File: src/rtl/dp_tcdm_rr_arbiter.sv
// Round-robin arbiter folding N_REQ TCDM requesters onto one master port.
// Grants are forwarded combinationally; an in-order owner FIFO routes each response back to its issuer.
module dp_tcdm_rr_arbiter #(
  parameter int N_REQ      = 4,
  parameter int FIFO_DEPTH = 4
) (
  input  logic                   clk_i,
  input  logic                   rst_i,
  input  logic [N_REQ-1:0]       in_req,
  output logic [N_REQ-1:0]       in_gnt,
  input  logic [N_REQ-1:0][31:0] in_add,
  input  logic [N_REQ-1:0]       in_wen,
  input  logic [N_REQ-1:0][3:0]  in_be,
  input  logic [N_REQ-1:0][31:0] in_data,
  output logic [31:0]            in_r_data,
  output logic [N_REQ-1:0]       in_r_valid,
  output logic                   out_req,
  output logic [31:0]            out_add,
  output logic                   out_wen,
  output logic [3:0]             out_be,
  output logic [31:0]            out_data,
  input  logic                   out_gnt,
  input  logic [31:0]            out_r_data,
  input  logic                   out_r_valid,
  output logic                   busy_o,
  output logic                   err_o
);

  localparam int IDW = $clog2(N_REQ);
  localparam int PW  = $clog2(FIFO_DEPTH);
  localparam logic [PW:0]    DEPTH   = (PW+1)'(FIFO_DEPTH);
  localparam logic [IDW-1:0] LAST_ID = IDW'(N_REQ - 1);

  // Handshake: a transfer happens in every cycle with req && gnt; a requester holds req and
  // payload until then. r_valid is a one-cycle strobe with no back-pressure, one per transfer, in order.

  logic [IDW-1:0]   ptr_q, lock_id_q, winner;
  logic             lock_q, err_q;
  logic [IDW-1:0]   fifo_q [FIFO_DEPTH];
  logic [PW-1:0]    wr_ptr_q, rd_ptr_q;
  logic [PW:0]      count_q;
  logic             empty, full, can_issue, any_req, push, pop;
  logic [N_REQ-1:0] win_oh, head_oh;

  assign empty     = (count_q == '0);
  assign full      = (count_q == DEPTH);
  assign pop       = out_r_valid && !empty;
  assign can_issue = !full || out_r_valid;
  // A locked winner is followed even if it drops req, so the presented payload never switches.
  assign any_req   = lock_q ? in_req[lock_id_q] : |in_req;
  assign push      = out_req && out_gnt;
  assign win_oh    = {{(N_REQ-1){1'b0}}, 1'b1} << winner;
  assign head_oh   = {{(N_REQ-1){1'b0}}, 1'b1} << fifo_q[rd_ptr_q];
  assign busy_o    = !empty || out_req;
  assign err_o     = err_q;
  assign in_r_data = out_r_data;

  always_comb begin
    int  j;
    logic found;
    j      = 0;
    found  = 1'b0;
    winner = ptr_q;
    if (lock_q) begin
      winner = lock_id_q;
    end else begin
      for (int i = 0; i < N_REQ; i++) begin
        j = int'(ptr_q) + i;
        if (j >= N_REQ) j = j - N_REQ;
        if (!found && in_req[j]) begin
          winner = j[IDW-1:0];
          found  = 1'b1;
        end
      end
    end
  end

  always_comb begin
    out_req    = can_issue && any_req;
    out_add    = '0;
    out_wen    = 1'b0;
    out_be     = '0;
    out_data   = '0;
    if (out_req) begin
      out_add  = in_add[winner];
      out_wen  = in_wen[winner];
      out_be   = in_be[winner];
      out_data = in_data[winner];
    end
    in_gnt     = push ? win_oh : '0;
    in_r_valid = pop ? head_oh : '0;
  end

  always_ff @(posedge clk_i or posedge rst_i) begin
    if (rst_i) begin
      ptr_q     <= '0;
      lock_q    <= 1'b0;
      lock_id_q <= '0;
      wr_ptr_q  <= '0;
      rd_ptr_q  <= '0;
      count_q   <= '0;
      err_q     <= 1'b0;
    end else begin
      if (push) begin
        ptr_q  <= (winner == LAST_ID) ? '0 : winner + 1'b1;
        lock_q <= 1'b0;
      end else if (out_req) begin
        lock_q    <= 1'b1;
        lock_id_q <= winner;
      end
      if (push) wr_ptr_q <= wr_ptr_q + 1'b1;
      if (pop)  rd_ptr_q <= rd_ptr_q + 1'b1;
      if (push && !pop)      count_q <= count_q + 1'b1;
      else if (pop && !push) count_q <= count_q - 1'b1;
      if (out_r_valid && empty) err_q <= 1'b1;
    end
  end

  // Owner storage needs no reset: entries are only read behind a non-zero count.
  always_ff @(posedge clk_i) begin
    if (push) fifo_q[wr_ptr_q] <= winner;
  end

endmodule

File: config.mk
export PLATFORM = sky130hd
export DESIGN_NAME = dp_tcdm_rr_arbiter
export DESIGN_NICKNAME = d
export VERILOG_FILES = /design/src/rtl/dp_tcdm_rr_arbiter.sv
export SDC_FILE = /design/constraint.sdc
export NUM_CORES = 1
export LEC_CHECK = 0
export BUFFER_PORTS_ARGS = -buffer_cell sky130_fd_sc_hd__clkbuf_2
export CORE_AREA = 2 2 167 169
export DETAILED_ROUTE_END_ITERATION = 7
export DIE_AREA = 0 0 169 171
export PLACE_DENSITY_LB_ADDON = 0.15
export SETUP_SLACK_MARGIN = 0.3
export SYNTH_ARGS = -nofsm -noshare
export SYNTH_HDL_FRONTEND = slang
export SYNTH_SLANG_ARGS = --single-unit
File: constraint.sdc
create_clock -name clk_i -period 7.73 [get_ports clk_i]
set_input_delay 1.546 -clock clk_i [delete_from_list [all_inputs] [get_ports clk_i]]
set_output_delay 1.546 -clock clk_i [all_outputs]
set_load 0.03 [all_outputs]
==> metrics.cfg <==
[run_status]
status = finished clean

[power_and_ir_drop]
p_leak_nw = 3.338
powerDensity_nw_per_um2 = 426.6
ir_worst_vdd_uv = 157.8

[layout]
fillers = 3103
final_cell_count_no_fill = 1327
drive_above_1_share_pct = 40.71
multi_input_area_sq_um = 3856
nets = 1307
final-seq-area_sq_um = 569.3
area_growth_syn_to_layout_pct = 37.83

[clock_tree]
clk_pin_slew_worst_paths_ps = 50
post_cts_resized = 0
htree_levels = 1
clk_latency_ps = 250
cts_buffers = 3
cts_tree = yes
cts_root_buf = clkbuf_16
cts_setup_buffers = 0
cts_hold_buffers = 0
clock_path_buffers = 2
clock-sinks = 21

[drt]
ant_nets = 0
initialDrtViolationCount = 428
via_per_inst = 5.130
wire_per_inst_um = 20.60
wirelength_mm = 27.34
drc = 0
firstDrtPassIters = 5
num_vias = 6808

[floorplan]
initial_utilization_pct = 18.35
ios = 428
core_area_sq_um = 27320
dieHeight_um = 171
rows = 61
die_x_um = 169
die_area_sq_um = 28900

[placement]
dp_cells = 1322
dp_hpwl_mm = 20.05
routabilityCongestion = 0.7857
port_buffers = 363

[sta]
finalCritPeriodShare_pct = 77.98
fmax_ghz = 0.1659
tightest_slew_ps = 982.4
clock_skew_ps = 1.465
fin_tns_setup_ps = 0
slew_violations = 0
maxSlewHeadroom_pct = 34.15
final-hold-violation-count = 0
setup_viol_count_final = 0
rsz0062_at_grt = no
layout_min_cycle_time_ps = 6028

[worst_setup_path]
crit_type = input pin to output pin
startpoint_type = input pin
crit_path_end_kind = output pin
critPathMaxFanout = 64
crit_required_ps = 6180
cp_data_arrival_time_ps = 4480

[logic_synthesis]
synth-edff-count = 8
synth-seq-cells = 21
synthArstFlopShare_pct = 61.90
yosysSeqAreaShare_pct = 11.28
synth_cells = 719
synth_cell_types = 42
syn-num-nets = 1045
netlist_area_sq_um = 5014
syn_avg_cell_area_sq_um = 6.973
ys_warn_count = 0
yosys_most_used_dff = dfrtp_1

[global_route]
antenna_found_initial = 2
grt_pass1_wl_mm = 39.80
gr-total-overflow = 0
grt_max_degree = 72
grt_pass1_vias = 6547
gr-usage-all-layers_pct = 17.53

[job]
cap_violations = 0

[min_path]
hold_path.class = register to register

[cell type report]
type,count,area share (%)
multi-input combinational,570,55.80
timing repair buffer,375,27.96
sequential,21,8.238
tap,346,6.265
clock buffer,3,1.086
inverter,10,0.5432
clock inverter,1,0.07242
antenna,1,0.03621
[layer usage]
metal	global-route usage (%)	part of all wire [%]	vias to the layer above
met5	0	0	-
met4	2.564	0.65	0
met3	2.822	6.1	10
met2	32.04	52	299
met1	22.07	42	3235
li1	-	-	3264
[kinds of logic (layout without fill, tap and decap cells)]
kind of cell             count (synthesis)  after routing  share of synthesized area, %
AND/OR/NAND/NOR                        324            324                         32.89
buffers and inverters                  128            389                         12.53
XOR/XNOR                                 6              6                         1.048
multiplexers                            77             77                         16.25
flip-flops                              21             21                         11.28
other                                    0              1                             0
adder cells (fa/ha/maj)                 10             10                         2.645
AO/OA/AOI/OAI                          153            153                         23.36
[through the flow]
| step | hold WS, ps | utilization (%) | total power [W] | cell area (sq um) | setup slack, ps |
|---|---|---|---|---|---|
| floorplan | 469.3 | - | 0.002112 | 5014 | 2498 |
| global placement | 446.5 | 24.99 | 0.002882 | 6828 | 1695 |
| detailed placement | 454.1 | 24.99 | 0.002876 | 6828 | 1612 |
| CTS | 467.0 | 25.28 | 0.002990 | 6908 | 1616 |
| global route | 493.0 | 25.29 | 0.003196 | 6910 | 1458 |
| finish | 463.8 | 25.29 | 0.002948 | 6910 | 1702 |
[report_power, final]
group	internal, W	switching (W)
Clock	0.0000694	0.0000382
Sequential	0.000169	0.0000932
Combinational	0.000826	0.00175
[synth_stat cells (all sizes together) (2+ instances only)]
master    n  area share [%]
edfxtp    8             4.8
a31oi    70             8.7
buf      61             7.5
ha        9             2.2
or3       3            0.37
inv       9            0.67
nor2b     5            0.62
dfrtp    13             6.5
a221oi   69              12
nand3   139              14
nand2    10            0.75
nor3b     5            0.75
and3     78             9.7
xnor2     4            0.70
xor2      2            0.35
a21oi     3            0.30
clkbuf   57             4.3
nor2     76             5.7
mux4      3             1.3
mux2      5             1.1
nor3      4            0.40
mux2i    69              14
[critical path, stage by stage]
cell and delay (ps):
clkbuf_2 210, nor2_1 80, a2111o_2 790, a2111oi_4 630, buf_12 380, a221oi_1 150, a31oi_1 380, clkbuf_2 270
[flip-flops by register name, summed over array words and instances (netlist names)]
signal     count
err_o          1
fifo_q         8
wr_ptr_q       2
lock_q         1
ptr_q          2
count_q        3
lock_id_q      2
rd_ptr_q       2
[final timing paths]
| kind | from | to | slack [ps] | cells after the start |
|---|---|---|---|---|
| worst max-delay path | in_req[1] | out_data[23] | 1700 | 8 |
| worst min-delay path | err_o | err_o | 460 | 1 |
| worst max register to register | lock_id_q[1] | count_q[1] | 3720 | 10 |
| worst min register to register | err_o | err_o | 460 | 1 |
| max in group asynchronous | rst_i | lock_id_q[1] | 6030 | 2 |
| min in group asynchronous | rst_i | count_q[1] | 1310 | 2 |
[cells in the final DEF (no fill, tap or decap), types with 2 or more instances in the layout]
cell type	netlist	layout
a21oi_1	3	3
a221oi_1	69	69
a31oi_1	70	70
and3_1	78	78
buf_12	0	2
buf_4	33	10
clkbuf_16	0	3
clkbuf_2	0	363
dfrtp_1	13	12
edfxtp_1	8	8
ha_1	9	9
inv_1	9	9
mux2_2	5	5
mux2i_1	69	69
mux4_2	3	3
nand2_1	10	9
nand3_1	139	139
nor2_1	76	76
nor2b_1	5	5
nor3_1	4	3
nor3b_1	5	5
xnor2_1	4	4
xor2_1	2	2
Note: power is estimated with default switching activity, not from simulation.
